`config.mk`:
```
export PLATFORM = sky130hd
export DESIGN_NAME = period_meter
export DESIGN_NICKNAME = d
export VERILOG_FILES = /design/src/rtl/period_meter_pkg.sv /design/src/rtl/period_channel.sv /design/src/rtl/period_meter.sv
export SDC_FILE = /design/constraint.sdc
export NUM_CORES = 1
export LEC_CHECK = 0
export ABC_AREA = 1
export BUFFER_PORTS_ARGS = -buffer_cell sky130_fd_sc_hd__buf_2
export CAP_MARGIN = 20
export CORE_UTILIZATION = 30
export DETAILED_ROUTE_END_ITERATION = 7
export PLACE_DENSITY_LB_ADDON = 0.1
export REMOVE_ABC_BUFFERS = 1
export SKIP_CTS_REPAIR_TIMING = 1
export SLEW_MARGIN = 10
export SYNTH_ARGS = -nofsm -noshare
export SYNTH_HDL_FRONTEND = slang
export SYNTH_SLANG_ARGS = --single-unit
export TNS_END_PERCENT = 10
```
`constraint.sdc`:
```
create_clock -name clk -period 4.8 [get_ports clk]
set_clock_uncertainty 0.1 [all_clocks]
set_input_delay 1.44 -clock clk [delete_from_list [all_inputs] [get_ports clk]]
set_output_delay 1.44 -clock clk [all_outputs]
set_load 0.005 [all_outputs]
```
`src/rtl/period_meter_pkg.sv`:
```
// Shared types and constants for the multi-channel period meter.
package period_meter_pkg;

    typedef enum logic {
        IDLE    = 1'b0,
        MEASURE = 1'b1
    } ch_state_t;

    // Largest value a WIDTH-bit period counter can hold; reaching it with no edge is a timeout.
    function automatic logic [31:0] sat_count(input int width);
        return (width >= 32) ? 32'hFFFF_FFFF : ((32'd1 << width) - 32'd1);
    endfunction

    function automatic bit params_ok(input int channels, input int width,
                                     input int avg_log2, input int sync_stages);
        return (channels >= 1)    && (channels <= 16) &&
               (width >= 8)       && (width <= 32)    &&
               (avg_log2 >= 0)    && (avg_log2 <= 4)  &&
               (sync_stages >= 2) && (sync_stages <= 3);
    endfunction

endpackage

```
`src/rtl/period_channel.sv`:
```
// One measurement channel: input synchroniser, rising-edge detect, period counter,
// averaging accumulator and timeout.
//
// state   | meaning
// IDLE    | unarmed; counter and accumulator are zero, waiting for an arming edge
// MEASURE | counting clk cycles since the last detected edge
module period_channel
    import period_meter_pkg::*;
#(
    parameter int WIDTH       = 16,
    parameter int AVG_LOG2    = 0,
    parameter int SYNC_STAGES = 2
) (
    input  logic             clk,
    input  logic             rst,
    input  logic             enable,
    input  logic             sig_in,
    output logic [WIDTH-1:0] period,
    output logic             valid,
    output logic             timeout
);

    localparam int                ACC_W  = WIDTH + AVG_LOG2;
    localparam logic [31:0]       SAT_I  = sat_count(WIDTH);
    localparam logic [WIDTH-1:0]  SAT    = SAT_I[WIDTH-1:0];
    localparam int                LAST_I = (1 << AVG_LOG2) - 1;
    localparam logic [AVG_LOG2:0] LAST   = LAST_I[AVG_LOG2:0];

    logic [SYNC_STAGES-1:0] sync_q;
    logic                   prev_q;
    logic                   edge_det;

    ch_state_t         state_q, state_d;
    logic [WIDTH-1:0]  count_q, count_d;
    logic [ACC_W-1:0]  acc_q, acc_d;
    logic [AVG_LOG2:0] cnt_q, cnt_d;
    logic [WIDTH-1:0]  period_q, period_d;
    logic              valid_q, valid_d;
    logic              timeout_q, timeout_d;

    logic [ACC_W-1:0]  sum;
    logic [WIDTH-1:0]  avg;

    assign edge_det = sync_q[SYNC_STAGES-1] & ~prev_q;
    // The sum of 2^AVG_LOG2 WIDTH-bit samples always fits in ACC_W bits.
    assign sum      = acc_q + ACC_W'(count_q);
    assign avg      = WIDTH'(sum >> AVG_LOG2);

    always_comb begin
        state_d   = state_q;
        count_d   = count_q;
        acc_d     = acc_q;
        cnt_d     = cnt_q;
        period_d  = period_q;
        valid_d   = 1'b0;
        timeout_d = timeout_q;
        if (!enable) begin
            state_d   = IDLE;
            count_d   = '0;
            acc_d     = '0;
            cnt_d     = '0;
            timeout_d = 1'b0;
        end else begin
            case (state_q)
                IDLE: begin
                    if (edge_det) begin
                        state_d   = MEASURE;
                        count_d   = WIDTH'(1);
                        timeout_d = 1'b0;
                    end
                end
                MEASURE: begin
                    if (edge_det) begin
                        count_d = WIDTH'(1);
                        if (cnt_q == LAST) begin
                            period_d = avg;
                            valid_d  = 1'b1;
                            acc_d    = '0;
                            cnt_d    = '0;
                        end else begin
                            acc_d = sum;
                            cnt_d = cnt_q + 1'b1;
                        end
                    end else if (count_q == SAT) begin
                        // Signal lost: drop the partial average and wait for a new arming edge.
                        state_d   = IDLE;
                        timeout_d = 1'b1;
                        count_d   = '0;
                        acc_d     = '0;
                        cnt_d     = '0;
                    end else begin
                        count_d = count_q + 1'b1;
                    end
                end
                default: state_d = IDLE;
            endcase
        end
    end

    always_ff @(posedge clk) begin
        if (rst) begin
            sync_q    <= '0;
            prev_q    <= 1'b0;
            state_q   <= IDLE;
            count_q   <= '0;
            acc_q     <= '0;
            cnt_q     <= '0;
            period_q  <= '0;
            valid_q   <= 1'b0;
            timeout_q <= 1'b0;
        end else begin
            sync_q    <= {sync_q[SYNC_STAGES-2:0], sig_in};
            prev_q    <= sync_q[SYNC_STAGES-1];
            state_q   <= state_d;
            count_q   <= count_d;
            acc_q     <= acc_d;
            cnt_q     <= cnt_d;
            period_q  <= period_d;
            valid_q   <= valid_d;
            timeout_q <= timeout_d;
        end
    end

    assign period  = period_q;
    assign valid   = valid_q;
    assign timeout = timeout_q;

endmodule

```
`src/rtl/period_meter.sv`:
```
// Multi-channel period meter: CHANNELS independent period_channel instances with packed outputs.
module period_meter
    import period_meter_pkg::*;
#(
    parameter int CHANNELS    = 4,
    parameter int WIDTH       = 16,
    parameter int AVG_LOG2    = 0,
    parameter int SYNC_STAGES = 2
) (
    input  logic                      clk,
    input  logic                      rst,
    input  logic                      enable,
    input  logic [CHANNELS-1:0]       sig_in,
    output logic [CHANNELS*WIDTH-1:0] period,
    output logic [CHANNELS-1:0]       valid,
    output logic [CHANNELS-1:0]       timeout
);

    if (!params_ok(CHANNELS, WIDTH, AVG_LOG2, SYNC_STAGES)) begin : g_bad_params
        $error("period_meter: parameter out of range");
    end

    for (genvar i = 0; i < CHANNELS; i++) begin : g_ch
        period_channel #(
            .WIDTH      (WIDTH),
            .AVG_LOG2   (AVG_LOG2),
            .SYNC_STAGES(SYNC_STAGES)
        ) u_ch (
            .clk    (clk),
            .rst    (rst),
            .enable (enable),
            .sig_in (sig_in[i]),
            .period (period[i*WIDTH +: WIDTH]),
            .valid  (valid[i]),
            .timeout(timeout[i])
        );
    end

endmodule

```
==> results.yml, run 1 <==
layout:
  multi_input_area_sq_um: 2920
  stdcell_area_sq_um: 7670
  fin_nets: 975
  synthToLayoutAreaGrowth_pct: 16.8
  drive_gt1_share_pct: 14.0
  seqCellArea_sq_um: 3040
  fillers: 2302
  antenna_cells: 0
global_route:
  first_global_vias: 5235
  overflow: 0
  grt_max_degree: 65
  grt_antenna_before_repair: 0
  grt_pass1_wl_um: 26100
  globalRouteTotalUtil_pct: 15.0
floorplan:
  core_sq_um: 21200
  die_area_sq_um: 22500
  die_w_um: 150
  rows: 53
  die_h_um: 150
  start_util_pct: 30.9
  boundaryPins: 79
synthesis:
  synth_edf_count: 0
  ys.flop_type: "dfxtp_1"
  synth_area_per_cell_sq_um: 7.34
  yosysSeqAreaShare_pct: 46.4
  netlist-cell-type-count: 34
  synth_area_leaders: "dfxtp_1 46%, nor2_1 9.6%, nand2_1 8.0%"
  ys_warn_count: 0
  yosysTopAreaCell: "dfxtp_1"
  synth_seq_cells: 152
  yosys.cell_count.top_type: "nor2_1"
  synthTopCellsByCount: "167 x nor2_1, 152 x dfxtp_1, 140 x nand2_1"
  yosysTopAreaCellShare_pct: 46.4
  postSynthCellCount: 894
  synthArstFlopShare_pct: 0
  synth_area_sq_um: 6560
cts:
  cts.clk_slew.worst_paths_ns: 0.06
  cts_num_sinks: 152
  clockBufferDepth: 2
  htree_num_levels: 4
  clk_latency_ns: 0.42
  root_buffer: "clkbuf_16"
  numCtsBuffers: 17
  cts_tree: "built"
timing:
  max-slew-margin-rel_pct: 45.1
  fin_ws_ns: 2.10
  finalSetupTns_ns: 0
  period_share_pct: 56.2
  finalSetupViolCount: 0
  fmax_mhz: 371
  hold_viol: 0
  rsz0062_at_grt: "false"
  worstMarginPinSlew_ns: 0.823
  finalCriticalPeriod_ns: 2.70
  finalMaxSlewViolations: 0
setup_path:
  critPathRequiredTime_ns: 5.03
  crit_buf_inv: 3
  cp-end-kind: "flop"
  arrival_ns: 2.93
  worstSetupStartpointType: "primary input"
  crit_family: "simple AND/OR/NAND/NOR gates"
  path_max_fanout: 19
  cpMaxStageDelayCell: "inv_2"
  cp_cell_sequence: "buf_2 -> inv_2 -> nand2_2 -> inv_2 -> nand2_1 -> nor3_1"
  crit_path_frequent_cell: "inv_2"
  crit_type: "primary input to flop"
  slowest_delay_ns: 0.38
power_and_ir_drop:
  pwr-share-clk_pct: 49.6
  power_switching_uw: 564
  pwr-share-seq_pct: 47.4
  internal_power_mw: 2.13
  power_density_nw_per_um2: 351
  power.share.switching_pct: 21.0
  peakVddDrop_mv: 0.219
  p_leak_nw: 3.13
  combPwrFrac_pct: 3.1
  p_total_mw: 2.69
placement:
  placed_cell_area_sq_um: 7100
  gp_congestion: 0.773
  hpwl_um: 10900
  place_ws_ns: 1.61
  port_buffers: 78
routing:
  wire_per_inst_um: 12.5
  drtAntennaViolNets: 0
  viasPerCell: 4.41
  vias: 5466
  drt_wl_total_um: 15500
  drc: 0
  drtIter0Drc: 212
  dr.pass1.iters: 5
flow_run:
  max_cap_viol_count: 0
worst_hold_path:
  hp-class: "flop to flop"
run_status:
  outcome: "finished, final reports clean"
through the flow:
stage,hold WS (ns),utilization (%),instances
after detailed placement,0.295,33.5,1212
final,0.301,36.1,1240
after global placement,0.293,33.5,1212
after CTS,0.302,36.1,1240
after global routing,0.322,36.1,1240
after floorplan,0.288,-,858
registers in the layout (all words and copies together) (netlist names):
signal and count:
g_ch.u_ch.state_q 4, g_ch.u_ch.sync_q 8, g_ch.u_ch.timeout 4, g_ch.u_ch.prev_q 4, g_ch.u_ch.period 64, g_ch.u_ch.valid 4, g_ch.u_ch.count_q 64
layer usage:
metal | wire (um) | part of all wire [%] | track usage [%]
met4 | 197 | 1.3 | 5.00
met2 | 6740 | 44 | 23.1
met1 | 8020 | 52 | 20.5
met5 | 0 | 0 | 0
met3 | 503 | 3.3 | 3.45
area by class of cell:
class / count / area share, %
inverters: 104 / 5.09
flip-flops and latches: 152 / 39.7
clock buffers: 24 / 6.15
well taps: 275 / 4.49
repair buffers: 79 / 5.19
multi-input cells: 602 / 38.1
clock inverters: 4 / 1.24
power groups by stage:
stage | Clock (mW) | Sequential [mW] | Combinational, mW
after floorplan | 0 | 1.30 | 0.0551
after CTS | 1.38 | 1.27 | 0.0847
after global placement | 0 | 1.30 | 0.0842
final | 1.33 | 1.28 | 0.0823
after detailed placement | 0 | 1.30 | 0.0846
after global routing | 1.44 | 1.28 | 0.0956
cell families (layout without fill, tap and decap cells):
group | Yosys count | count (layout) | synth area share [%]
flip-flops | 152 | 152 | 46.4
AND/OR/NAND/NOR | 408 | 408 | 26.8
adder cells (fa/ha/maj) | 12 | 12 | 2.29
XOR/XNOR | 24 | 24 | 3.20
buffers and inverters | 140 | 211 | 9.09
AO/OA/AOI/OAI | 158 | 158 | 12.2
worst paths after layout:
check,from,to,slack [ns],cells past startpoint
worst max-delay path,rst,g_ch[0].u_ch.count_q[2],2.10,6
worst min-delay path,g_ch[1].u_ch.sync_q[0],g_ch[1].u_ch.sync_q[1],0.30,2
worst max register to register,g_ch[1].u_ch.sync_q[1],g_ch[1].u_ch.count_q[4],2.56,8
worst min register to register,g_ch[1].u_ch.sync_q[0],g_ch[1].u_ch.sync_q[1],0.30,2
cells in the final DEF, fill, tap and decap left out:
master and count:
nand3_1 43, o22ai_1 1, nor2_4 5, nand4_1 9
o31ai_1 1, clkinv_1 3, nand2_1 140, o21a_1 2
inv_2 2, clkbuf_1 5, and2_1 1, buf_4 1
ha_1 12, inv_1 99, clkinv_2 1, clkbuf_16 17
nand2_4 3, nand3b_1 1, nand4_2 1, clkbuf_8 2
nor2_2 13, o21ai_1 1, bufinv_16 3, buf_2 78
o21ai_0 79, nor2_1 167, nor3_1 13, nor4_1 1
o21bai_1 1, dfxtp_1 152, xnor2_1 7, nand2_2 9
or2_0 2, a21oi_1 73, xor2_1 17
tightest hold or removal path: stages, from the launching register on:
cell	delay [ns]
dfxtp_1	0.29
inv_1	0.04
nor2_1	0.03
Note: power is estimated with default switching activity, not from simulation.
==> inputs of run 2 (changes only) <==
==> constraint.sdc (replaced) <==
create_clock -name clk -period 2.5 [get_ports clk]
set_clock_uncertainty 0.1 [all_clocks]
set_input_delay 0.75 -clock clk [delete_from_list [all_inputs] [get_ports clk]]
set_output_delay 0.75 -clock clk [all_outputs]
set_load 0.005 [all_outputs]
==> results.yml, run 2 (synthesis gave the netlist of run 1 again) <==
setup_path:
  arrival_ns: 2.38
  r2r_setup_slack_ns: 0.37
  reg2reg_to: "g_ch[2].u_ch.count_q[14]"
  path_max_fanout: 12
  crit_type: "flop to flop"
  r2r_start: "g_ch[2].u_ch.sync_q[1]"
  r2r_cells: 9
  critPathRequiredTime_ns: 2.75
  cp-end-kind: "flop"
  worstSetupStartpointType: "flop"
floorplan:
  die_h_um: 150
  die_w_um: 150
  boundaryPins: 79
  die_area_sq_um: 22500
  core_sq_um: 21200
  start_util_pct: 30.9
  rows: 53
run_status:
  outcome: "finished, final reports clean"
timing:
  finalMaxSlewViolations: 0
  rsz0062_at_grt: "false"
  fmax_mhz: 469
  finalSetupTns_ns: 0
  period_share_pct: 85.3
  finalCriticalPeriod_ns: 2.13
  finalSetupViolCount: 0
  worstMarginPinSlew_ns: 0.579
  max-slew-margin-rel_pct: 61.4
  hold_viol: 0
power_and_ir_drop:
  power_density_nw_per_um2: 678
  power_switching_mw: 1.14
  p_total_mw: 5.30
  p_leak_nw: 3.23
  combPwrFrac_pct: 3.1
  pwr-share-seq_pct: 46.2
  power.share.switching_pct: 21.5
  internal_power_mw: 4.16
  pwr-share-clk_pct: 50.6
  peakVddDrop_mv: 0.367
layout:
  final_util_pct: 36.8
  fin_nets: 990
  final_cell_mix: "167 x nor2_1, 152 x dfxtp_1, 140 x nand2_1"
  stdcell_count: 1257
  layout_commonest_cell: "nor2_1"
  synthToLayoutAreaGrowth_pct: 19.1
  drive_gt1_share_pct: 15.8
  antenna_cells: 0
cts:
  htree_num_levels: 4
  cts.clk_slew.worst_paths_ns: 0.06
  clockBufferDepth: 2
  cts_num_sinks: 152
  cts_tree: "built"
  numCtsBuffers: 17
  clk_latency_ns: 0.42
  root_buffer: "clkbuf_16"
worst_hold_path:
  holdPathStages: 2
  hp-class: "flop to flop"
  hold_end: "g_ch[1].u_ch.sync_q[1]"
  hold_start: "g_ch[1].u_ch.sync_q[0]"
global_route:
  grt_max_degree: 36
  globalRouteTotalUtil_pct: 14.7
  overflow: 0
  grt_antenna_before_repair: 0
  grt_pass1_wl_um: 26000
  first_global_vias: 5197
routing:
  drtIter0Drc: 270
  viasPerCell: 4.41
  drtAntennaViolNets: 0
  dr.pass1.iters: 4
  vias: 5543
  wire_per_inst_um: 12.4
  drt_wl_total_um: 15600
  drc: 0
placement:
  dp.cells: 1227
  port_buffers: 78
  hpwl_um: 11100
  gp_congestion: 0.801
flow_run:
  max_cap_viol_count: 0
[run 2: cell type report]
class                   count  area, sq um
clock buffers              23          488
clock inverters             7          118
fillers                  2295        13400
inverters                 104          390
multi-input cells         602         2920
flip-flops and latches    152         3040
well taps                 275          344
repair buffers             94          510
[run 2: layer usage]
| layer | share of wire, % | vias up | GRT usage (%) |
|---|---|---|---|
| met5 | 0 | - | 0 |
| met4 | 1.2 | 0 | 4.95 |
| met3 | 3.1 | 15 | 3.11 |
| met2 | 43 | 73 | 22.3 |
| met1 | 52 | 2463 | 20.5 |
| li1 | - | 2992 | - |
[run 2: how the worst max path moves through the flow]
stage,startpoint,to,slack [ns],cells after the start
finish,g_ch[2].u_ch.sync_q[1],g_ch[2].u_ch.count_q[14],0.37,9
global route,g_ch[2].u_ch.sync_q[1],g_ch[2].u_ch.count_q[14],0.15,9
CTS,g_ch[2].u_ch.sync_q[1],g_ch[2].u_ch.count_q[14],0.36,9
detailed placement,g_ch[2].u_ch.sync_q[1],g_ch[2].u_ch.count_q[14],0.39,9
global placement,g_ch[2].u_ch.sync_q[1],g_ch[2].u_ch.count_q[14],0.47,9
floorplan,rst,g_ch[0].u_ch.count_q[2],0.29,5
[run 2: power by group through the flow]
stage / clock network [mW] / registers, mW / logic [mW]
6_report: 2.68 / 2.45 / 0.166
5_1_grt: 2.86 / 2.45 / 0.191
4_1_cts: 2.76 / 2.45 / 0.170
3_5_place_dp: 0 / 2.50 / 0.169
3_3_place_gp: 0 / 2.50 / 0.168
2_1_floorplan: 0 / 2.50 / 0.106
[run 2: stage by stage]
| stage | hold slack [ns] | instance area (sq um) | setup slack, ns |
|---|---|---|---|
| finish | 0.305 | 7820 | 0.367 |
| floorplan | 0.288 | 6360 | 0.288 |
| CTS | 0.305 | 7820 | 0.365 |
| global placement | 0.301 | 7210 | 0.466 |
| global route | 0.317 | 7820 | 0.151 |
| detailed placement | 0.295 | 7210 | 0.387 |
[run 2: worst max-delay path, cell delays in order, from the launching register on]
cell	delay, ns
dfxtp_1	0.30
inv_1	0.04
nor2_1	0.21
inv_1	0.09
ha_1	0.34
inv_1	0.27
nand3_1	0.13
or2_0	0.24
or2_0	0.20
a21oi_1	0.12
==> inputs of run 3 (changes only) <==
--- a/config.mk
+++ b/config.mk
@@ -5,7 +5,6 @@
 export SDC_FILE = /design/constraint.sdc
 export NUM_CORES = 1
 export LEC_CHECK = 0
-export ABC_AREA = 1
 export BUFFER_PORTS_ARGS = -buffer_cell sky130_fd_sc_hd__buf_2
 export CAP_MARGIN = 20
 export CORE_UTILIZATION = 30
==> results.yml, run 3 <==
run_status:
  outcome: "finished, final reports clean"
setup_path:
  crit_buf_inv: 1
  cp-end-kind: "flop"
  r2r_start: "g_ch[0].u_ch.state_q"
  r2r_setup_slack_ns: 0.25
  cp-startpoint: "g_ch[0].u_ch.state_q"
  crit_family: "simple AND/OR/NAND/NOR gates"
  worstSetupStartpointType: "flop"
  cpMaxStageDelayCell: "or3_4"
  arrival_ns: 2.48
  crit_type: "flop to flop"
  critPathRequiredTime_ns: 2.73
  cp_cell_sequence: "inv_1 -> ha_1 -> nand4b_2 -> or3_4 -> or3_1 -> a221oi_1"
  slowest_delay_ns: 0.40
  path_max_fanout: 7
timing:
  max-slew-margin-rel_pct: 56.2
  rsz0062_at_grt: "false"
  hold_viol: 0
  worstMarginPinSlew_ns: 0.655
  finalCriticalPeriod_ns: 2.25
  finalMaxSlewViolations: 0
  fin_ws_ns: 0.252
  finalSetupTns_ns: 0
  fmax_mhz: 445
  period_share_pct: 89.9
  finalSetupViolCount: 0
  timing.hold.ws_ns: 0.336
power_and_ir_drop:
  p_total_mw: 5.02
  internal_power_mw: 3.85
  pwr-share-seq_pct: 48.6
  power_density_nw_per_um2: 646
  power.share.switching_pct: 23.3
  peakVddDrop_mv: 0.347
  pwr-share-clk_pct: 48.7
  p_leak_nw: 2.71
  combPwrFrac_pct: 2.7
  power_switching_mw: 1.17
placement:
  place_ws_ns: 0.284
  port_buffers: 78
  placed_cell_area_sq_um: 7220
  gp_congestion: 0.828
  hpwl_um: 11100
  dp.cells: 1101
layout:
  fin_nets: 864
  synthToLayoutAreaGrowth_pct: 18.4
  stdcell_count: 1133
  layout_commonest_cell: "nand2_1"
  final_cell_mix: "162 x nand2_1, 152 x dfxtp_1, 81 x a21oi_1"
  drive_gt1_share_pct: 16.9
  antenna_cells: 0
  seqCellArea_sq_um: 3040
  stdcell_area_sq_um: 7770
  final_util_pct: 36.6
  fillers: 2247
  multi_input_area_sq_um: 3180
routing:
  viasPerCell: 4.94
  drt_wl_total_um: 15900
  wire_per_inst_um: 14.1
  drtAntennaViolNets: 0
  drc: 0
  drtIter0Drc: 322
  dr.pass1.iters: 4
  vias: 5599
synthesis:
  yosysTopAreaCellShare_pct: 46.4
  yosys.cell_count.top_type: "nand2_1"
  synth_area_per_cell_sq_um: 8.37
  synth_edf_count: 0
  synth_area_leaders: "dfxtp_1 46%, nand2_1 9.3%, a21oi_1 6.2%"
  synth_area_sq_um: 6560
  yosysSeqAreaShare_pct: 46.4
  synthArstFlopShare_pct: 0
  postSynthCellCount: 784
  yosysTopAreaCell: "dfxtp_1"
  netlist-cell-type-count: 56
  synth_seq_cells: 152
  ys.flop_type: "dfxtp_1"
  ys_warn_count: 0
  synthTopCellsByCount: "162 x nand2_1, 152 x dfxtp_1, 81 x a21oi_1"
global_route:
  overflow: 0
  grt_use_met2_pct: 24.0
  top_usage_layer: "met2"
  grt_use_met3_pct: 3.48
  met1_usage_pct: 19.8
  grt_pass1_wl_um: 27000
  first_global_vias: 5434
  grt_max_degree: 80
  globalRouteTotalUtil_pct: 15.1
  grt_antenna_before_repair: 0
floorplan:
  rows: 53
  die_h_um: 150
  start_util_pct: 30.9
  die_w_um: 150
  core_sq_um: 21200
  die_area_sq_um: 22500
  boundaryPins: 79
cts:
  cts_num_sinks: 152
  htree_num_levels: 4
  root_buffer: "clkbuf_16"
  cts_tree: "built"
  clk_latency_ns: 0.43
  clockBufferDepth: 2
  cts.clk_slew.worst_paths_ns: 0.06
  numCtsBuffers: 17
flow_run:
  max_cap_viol_count: 0
worst_hold_path:
  hold_start: "g_ch[1].u_ch.sync_q[0]"
  hp-class: "flop to flop"
run 3: cell types whose count changed after synthesis, moves of 17 or more:
cell      before  now
nand2_1      140  162
a211oi_1       0   19
o21ai_0       79   17
inv_1         99   19
clkbuf_1      18   36
nor2b_1        0   17
nor2_1       167   28
run 3: worst paths after layout:
kind                                    to  depth (start not counted)
setup / recovery  g_ch[0].u_ch.count_q[15]                          6
hold / removal      g_ch[1].u_ch.sync_q[1]                          1
setup reg to reg  g_ch[0].u_ch.count_q[15]                          6
hold reg to reg     g_ch[1].u_ch.sync_q[1]                          1
run 3: logic make-up after synthesis:
logic type                 count (synthesis)  share of synthesized area, %
and+or+nand+nor                          353                          27.3
AOI/OAI and AO/OA                        162                          15.1
DFF                                      152                          46.4
buffers and inverters                     77                          5.20
xor gates and xnor gates                  26                          3.47
adders and majority gates                 12                          2.29
muxes                                      2                         0.305
run 3: cell type report:
type,count,area share [%]
Timing Repair Buffer,99,7.37
Multi-Input combinational cell,555,40.9
Clock buffer,19,5.57
Inverter,20,0.966
Clock inverter,13,1.58
Sequential cell,152,39.2
Tap cell,275,4.43
run 3: metal layers:
layer,vias up,share of wire [%]
met3,11,3.8
met1,2594,49
met2,99,46
li1,2895,-
met5,-,0
met4,0,0.98
run 3: power groups by stage:
stage | Combinational [mW] | Clock (mW) | Sequential (mW)
5_1_grt | 0.150 | 2.62 | 2.44
4_1_cts | 0.136 | 2.52 | 2.44
3_5_place_dp | 0.136 | 0 | 2.49
3_3_place_gp | 0.134 | 0 | 2.49
2_1_floorplan | 0.0659 | 0 | 2.49
6_report | 0.134 | 2.44 | 2.44
